## src/rtl/clk_div_multi.sv

```systemverilog
// Multi-channel programmable clock divider: per-channel square wave plus a
// one-cycle tick on every toggle, with glitch-free runtime half-period updates.
module clk_div_multi #(
    parameter int NUM_CH       = 4,
    parameter int CNT_W        = 29,
    parameter int CH_W         = 2,
    parameter int DEFAULT_HALF = 6800000
) (
    input  logic              clk_50m,
    input  logic              rst_n,
    input  logic [NUM_CH-1:0] en,
    input  logic              sync,
    input  logic              cfg_we,
    input  logic [CH_W-1:0]   cfg_ch,
    input  logic [CNT_W-1:0]  cfg_half,
    output logic [NUM_CH-1:0] div_out,
    output logic [NUM_CH-1:0] tick
);

    localparam logic [CNT_W-1:0] RST_HALF = CNT_W'(DEFAULT_HALF);

    // A programmed half-period of zero behaves as one (toggle every cycle).
    function automatic logic [CNT_W-1:0] eff_half(input logic [CNT_W-1:0] half);
        return (half == '0) ? CNT_W'(1) : half;
    endfunction

    for (genvar i = 0; i < NUM_CH; i++) begin : g_ch
        logic [CNT_W-1:0] cnt;
        logic [CNT_W-1:0] act;
        logic [CNT_W-1:0] shd;
        logic [CNT_W-1:0] last_cnt;
        logic             div_r;
        logic             tick_r;
        logic             wr;
        logic             tc;
        logic             reload;

        // Out-of-range channel indices match no channel and are dropped.
        assign wr       = cfg_we && (cfg_ch == CH_W'(i));
        assign last_cnt = eff_half(act) - CNT_W'(1);
        assign tc       = (cnt == last_cnt);
        assign reload   = sync || !en[i] || tc;

        always_ff @(posedge clk_50m or negedge rst_n) begin
            if (!rst_n) begin
                shd <= RST_HALF;
            end else if (wr) begin
                shd <= cfg_half;
            end
        end

        // act only moves at a period boundary; a coincident write bypasses shd.
        always_ff @(posedge clk_50m or negedge rst_n) begin
            if (!rst_n) begin
                act <= RST_HALF;
            end else if (reload) begin
                act <= wr ? cfg_half : shd;
            end
        end

        always_ff @(posedge clk_50m or negedge rst_n) begin
            if (!rst_n) begin
                cnt    <= '0;
                div_r  <= 1'b0;
                tick_r <= 1'b0;
            end else if (sync || !en[i]) begin
                cnt    <= '0;
                div_r  <= 1'b0;
                tick_r <= 1'b0;
            end else if (tc) begin
                cnt    <= '0;
                div_r  <= ~div_r;
                tick_r <= 1'b1;
            end else begin
                cnt    <= cnt + CNT_W'(1);
                tick_r <= 1'b0;
            end
        end

        assign div_out[i] = div_r;
        assign tick[i]    = tick_r;
    end

endmodule
```

## config.mk

```make
export PLATFORM = sky130hd
export DESIGN_NAME = clk_div_multi
export DESIGN_NICKNAME = d
export VERILOG_FILES = /design/src/rtl/clk_div_multi.sv
export SDC_FILE = /design/constraint.sdc
export NUM_CORES = 1
export LEC_CHECK = 0
export ABC_AREA = 1
export CORE_ASPECT_RATIO = 0.75
export CORE_MARGIN = 2
export CORE_UTILIZATION = 46
export CTS_CLUSTER_DIAMETER = 150
export DETAILED_ROUTE_END_ITERATION = 12
export GPL_TIMING_DRIVEN = 0
export PLACE_DENSITY_LB_ADDON = 0.3
export SETUP_SLACK_MARGIN = 0.3
export SYNTH_ARGS = -nofsm -noshare
export SYNTH_HDL_FRONTEND = slang
export SYNTH_SLANG_ARGS = --single-unit
```

## constraint.sdc

```tcl
create_clock -name clk_50m -period 3.7 [get_ports clk_50m]
set_input_delay 0.925 -clock clk_50m [delete_from_list [all_inputs] [get_ports clk_50m]]
set_output_delay 0.925 -clock clk_50m [all_outputs]
set_load 0.03 [all_outputs]
```

==> results.md, run 1 <==
- Setup violations, final: 0
- DR pass1 iterations: 6
- DRT iter0 DRCs: 1581
- Drc violations: 0
- Setup CP Type: reg2reg
- Post-Place Cells: 3322
- Ports: 47
- Reg2Reg Capture Point: g_ch[3].act[17]
- Worst min path class: in2async
- Crit end category: flop
- CTS Buf Count: 38
- Flop2flop setup slack: 0.41 ns
- Nets: 2889
- Commonest non-fill, non-tap cell in the layout: nand2_1
- Synth Instances: 2695
- CP max stage delay: 0.58 ns
- Pin count of the biggest net entering global routing: 115
- Slew margin rel.: 54.9%
- FF+latch count, synth: 356
- Routed length per instance: 17.1 um
- Wirelength, routed: 59100 um
- Port Buf Inserts: 46
- Cell Rows: 66
- Area after DPL: 0.0216 mm2
- Die height: 186 um
- Via count: 18518
- YS warnings: 0
- Critical path cell sequence: nor2_2 > nand2_1 > nor2_2 > nand2_2 > nor2_2 > nor2_4 > ha_4 > nand2_4 > nor2_4 > nand2_4 > nor4_4 > xor2_1 > inv_1 > nor2_2 > nand3_2 > nor2_4 > nand2_4 > nand2_4 > buf_12 > clkbuf_16 > nand2_1 > nand2_1
- Syn nets: 2742
- Initial antenna violation count: 1
- Die Area: 0.0460 mm2
- Hold Fails Final Rpt: 0
- Ys flop type: dfrtp_1
- Clk sinks: 356
- Vias in the first global route: 17273
- Worst VDD drop: 0.339 mV
- Final period utilization: 89.0%
- Slowest cell on crit path: dfstp_2
- Core Region: 0.0435 mm2
- Setup TNS: 0 ns
- Final Critical Period: 3.29 ns
- Layout area overhead: 17.3%
- Starting Density: 46.8%
- Clock buffer depth: 3
- Worst r2r path cells: 22
- Final-report max-slew violation count: 0
- Critical path required time: 4.19 ns
- Skew-Pair Late Insertion Delay: 0.55 ns
- Register area share after synthesis: 44.2%
- Share of cells above drive strength 1: 13.1%
- GRT Overall Usage: 26.0%
- Clock Tree Root: clkbuf_16
- Die Wd: 247 um
- Syn Area/Cell: 7.56 um2
- Synth Cell Area: 0.0204 mm2
- Grt total ovfl: 0
- Leakage power: 11.0 nW
- CTS tree: built
- Post-Layout Cell Count: 3451
- Vias per cell: 5.37
- Max Freq: 0.304 GHz
- CP Max Fanout: 6
- Distinct cell type count after synthesis: 40
- Fin area: 0.0239 mm2
- Routability congestion estimate: 0.953
- Number of synthesized flops with an enable pin: 0
- Clock Skew: 0.0132 ns
- H-tree depth: 2
- Measured slew at the worst slew-check pin: 0.673 ns
- Power Dens Cells: 465 mW/mm2
- Max-Cap Viols: 0
- RSZ-0062 raised after global routing: yes
- Most frequent cells in the layout: nand2_1 (705), nor2_1 (338), dfrtp_1 (284)
- Worst Setup Start Kind: flop
- First-pass GRT wire length: 93900 um
- DPL Wire Length: 43900 um
- Critical R2R Launch: g_ch[3].act[22]
- Outcome: finished clean
- ANT nets after route: 0
- Clk slew on worst S/H paths: 0.06 ns
- CP arrival: 3.78 ns
- Hold-fix buffers at CTS: 0
- Async S/R FF share, synth: 100%
[final cells by class]
class / count / area (um2)
buffer: 90 / 573
fill: 4097 / 19600
antenna: 1 / 2.50
multi-input combinational: 1970 / 10300
sequential: 356 / 9000
tap: 578 / 723
clock inverter: 14 / 128
clock buffer: 56 / 1060
inverter: 279 / 1050
timing repair buffer: 107 / 1040
[through the flow]
stage	power (W)	worst slack (ns)	hold WS, ns	utilization, %
after global routing	0.0117	0.265	0.352	54.9
after CTS	0.0110	0.301	0.328	53.5
after global placement	0.00703	-13.68	0.481	49.5
after detailed placement	0.00708	-0.335	0.485	49.7
after floorplan	0.00635	0.676	0.448	-
final	0.0111	0.407	0.314	54.9
[repair_timing]
item,4_1_cts,5_1_grt
gates cloned,0,1
gates resized for setup,70,90
endpoints found under the setup margin,238,236
setup buffers,24,33
pin swaps,22,43
[synthesized netlist by cell type, drive strengths merged, types with 8 or more instances]
master    n  area share, %
nor3     49            1.4
dfrtp   284             35
nand3b   11           0.41
xor2    160            6.9
dfstp    72            9.3
nor4     36            1.1
clkbuf   47           0.87
nand4    77            2.4
buf      43            1.5
nand2   741             14
o21ai   143            3.5
inv     278            5.1
nand3   258            6.4
ha        8           0.49
xnor2    66            2.8
nor2    395            8.0
[state kept, by name, summed over array words and instances (netlist names)]
name,count
g_ch.act,116
g_ch.cnt,116
g_ch.div_r,4
g_ch.shd,116
g_ch.tick_r,4
[layer usage]
| layer | share of wire (%) | vias up | track usage, % |
|---|---|---|---|
| li1 | - | 8861 | - |
| met1 | 47 | 8930 | 39.6 |
| met2 | 41 | 641 | 37.4 |
| met3 | 9.7 | 86 | 6.05 |
| met4 | 1.8 | 0 | 5.49 |
| met5 | 0 | - | 0 |
[how the worst max path moves through the flow]
stage / from / to / slack [ns]
final: g_ch[3].act[22] / g_ch[3].act[17] / 0.41
after global routing: g_ch[1].act[21] / g_ch[1].act[15] / 0.27
after CTS: g_ch[1].act[21] / g_ch[1].act[18] / 0.30
after detailed placement: g_ch[3].act[18] / g_ch[3].act[26] / -0.34
after global placement: rst_n / g_ch[2].cnt[2] / -13.68
after floorplan: g_ch[2].act[22] / g_ch[2].cnt[23] / 0.68
[logic make-up after synthesis]
family / synth area share (%)
buffers and inverters: 7.52
adder cells (fa/ha/maj): 0.491
AND/OR/NAND/NOR: 33.9
XOR/XNOR: 10.0
flip-flops: 44.2
AO/OA/AOI/OAI: 3.89
[power by group]
group          internal (W)  leakage, nW  switching (W)
logic              0.000952         5.98        0.00163
clock network       0.00208        0.568        0.00165
registers           0.00441         4.49       0.000391
[critical path, delay by kind of cell, from the launching register on]
kind / cells / cell delay (ns)
fa+ha+maj: 1 / 0.16
flops: 1 / 0.58
buf+inv: 3 / 0.35
xor+xnor: 1 / 0.17
simple gates: 17 / 1.97
Note: power is estimated with default switching activity, not from simulation.
==> inputs of run 2 (changes only) <==
CAP_MARGIN = 20   (was default)
CORE_UTILIZATION = 35   (was 46)
==> results.md, run 2 (synthesis results as in run 1) <==
- GRT Overall Usage: 19.5% (-6.5 points)
- Drc violations: 0 (unchanged)
- Setup violations, final: 0 (unchanged)
- Setup TNS: 0 ns (unchanged)
- First-pass GRT wire length: 92800 um (-1.1%)
- Clk sinks: 356 (unchanged)
- Final setup margin: 0.373 ns (-0.0343 ns)
- Slew margin rel.: 42.0% (-13 points)
- Hold Fails Final Rpt: 0 (unchanged)
- Final period utilization: 89.9% (+0.93 points)
- Worst Setup Start Kind: flop
- Worst min path class: in2async
- Hold-fix buffers at CTS: 0 (unchanged)
- Cell Rows: 76 (+15%)
- DPL Wire Length: 43100 um (-1.9%)
- Power Dens Cells: 463 mW/mm2 (-0.46%)
- Share of cells above drive strength 1: 13.5% (+0.38 points)
- Die Area: 0.0602 mm2 (+31%)
- Worst VDD drop: 0.337 mV (-0.52%)
- Max-Cap Viols: 0 (unchanged)
- Post-Place Setup Slack: -0.288 ns (+0.0473 ns)
- Outcome: finished clean
- Vias in the first global route: 16903 (-2.1%)
- DRT iter0 DRCs: 1721 (+8.9%)
- Most frequent cells in the layout: nand2_1 (703), nor2_1 (340), dfrtp_1 (283)
- Pin count of the biggest net entering global routing: 120 (+4.3%)
- CTS Buf Count: 38 (unchanged)
- Register area: 0.00900 mm2 (about the same)
- Port Buf Inserts: 46 (unchanged)
- Max Freq: 0.301 GHz (-1.0%)
- CP arrival: 3.75 ns (-0.03 ns)
- Leakage power: 11.1 nW (+0.43%)
- DR pass1 iterations: 5 (-1)
- Final-report max-slew violation count: 0 (unchanged)
- Ports: 47 (unchanged)
- Commonest non-fill, non-tap cell in the layout: nand2_1
- Die height: 213 um (+14%)
- Top flop regs: g_ch.act x116, g_ch.cnt x116, g_ch.shd x116
- Fill cells: 5921 (+45%)
- Clock Tree Root: clkbuf_16
- Wirelength, routed: 58300 um (-1.4%)
- CP Max Fanout: 7 (+1)
- Skew-Pair Late Insertion Delay: 0.54 ns (about the same)
- Routed length per instance: 15.9 um (-7.0%)
- Core Region: 0.0574 mm2 (+32%)
- Nets: 2900 (+0.38%)
- ANT nets after route: 0 (unchanged)
- Grt total ovfl: 0 (unchanged)
- Setup CP Type: reg2reg
- Area of the multi-input gates: 0.0103 mm2 (-0.32%)
- Starting Density: 35.5% (-11 points)
- RSZ-0062 raised after global routing: yes
- Critical path required time: 4.13 ns (-0.06 ns)
- Slowest cell on crit path: dfstp_2
- Hold WS: 0.289 ns (-0.0256 ns)
- Clock buffer depth: 3 (unchanged)
- Layout area overhead: 19.3%
- H-tree depth: 2 (unchanged)
- CP max stage delay: 0.55 ns (-0.03 ns)
- Post-layout util: 42.3% (-13 points)
- Clk slew on worst S/H paths: 0.07 ns (about the same)
- Die Wd: 283 um (+14%)
- Measured slew at the worst slew-check pin: 0.863 ns (+0.190 ns)
- Crit end category: flop
- Routability congestion estimate: 0.922 (-3.2%)
- Critical R2R Launch: g_ch[2].act[16]
- Clock Skew: 0.0107 ns (-0.00249 ns)
- CTS tree: built
- Vias per cell: 4.87 (-9.2%)
- Final Critical Period: 3.33 ns (+0.0343 ns)
- Worst setup path start: g_ch[2].act[16]
- Via count: 17850 (-3.6%)
- Initial antenna violation count: 6 (+5)
- Critical path cell sequence: inv_2 > nand2_2 > nor2_4 > nand2_2 > nor2_2 > nand2_2 > buf_6 > nand2_4 > inv_4 > ha_4 > nand2_4 > nor2_4 > nand4_1 > nor2_2 > xor2_1 > inv_1 > nor2_1 > nand4_1 > nor2_4 > nand3_4 > nand2_8 > buf_12 > clkbuf_16 > nor2_1
==> run 2: final cells by class <==
cell class | count | share of cell area [%]
multi-input combinational | 1970 | 42.3
sequential | 356 | 37.0
timing repair buffer | 118 | 4.77
clock buffer | 54 | 4.45
inverter | 279 | 4.33
tap | 780 | 4.02
buffer | 90 | 2.41
clock inverter | 14 | 0.644
antenna | 1 | 0.0103
==> run 2: critical path: cells and delay by family (launching register included) <==
kind	cells	cell delay [ns]
XOR/XNOR	1	0.15
adder cells (fa/ha/maj)	1	0.15
buffers and inverters	6	0.60
flip-flops	1	0.55
AND/OR/NAND/NOR	16	1.75
==> run 2: metal layers <==
layer,vias up,track usage (%),part of all wire [%]
met5,-,0,0
met4,0,3.52,1.4
met3,61,6.31,10
met1,8404,30.3,50
met2,513,25.8,38
li1,8872,-,-
==> run 2: power by group <==
part,switching (W),internal [W],total [W]
Combinational,0.00159,0.000966,0.00256
Clock,0.00164,0.00225,0.00389
Sequential,0.000385,0.00441,0.00479
==> run 2: through the flow <==
| stage | total power, W | instance area (um2) | cells |
|---|---|---|---|
| 2_1_floorplan | 0.00635 | 20400 | 2695 |
| 3_3_place_gp | 0.00703 | 21800 | 3521 |
| 3_5_place_dp | 0.00706 | 21900 | 3524 |
| 4_1_cts | 0.0111 | 23500 | 3612 |
| 5_1_grt | 0.0119 | 24300 | 3661 |
| 6_report | 0.0112 | 24300 | 3662 |
==> run 2: final timing paths <==
| kind | cells past startpoint | endpoint | slack [ns] |
|---|---|---|---|
| min reg2reg | 1 | g_ch[3].cnt[0] | 0.49 |
| min | 1 | g_ch[0].cnt[1] | 0.29 |
| min in group clk_50m | 1 | g_ch[3].cnt[0] | 0.49 |
| max | 24 | g_ch[2].cnt[11] | 0.37 |
| max reg2reg | 24 | g_ch[2].cnt[11] | 0.37 |
| max in group asynchronous | 4 | g_ch[2].act[7] | 1.54 |
==> run 2: what timing repair did <==
item	4_1_cts	5_1_grt
cloned	1	3
resized for setup	60	104
pin swaps	16	42
setup buffers	19	46
endpoints found under the setup margin	237	237
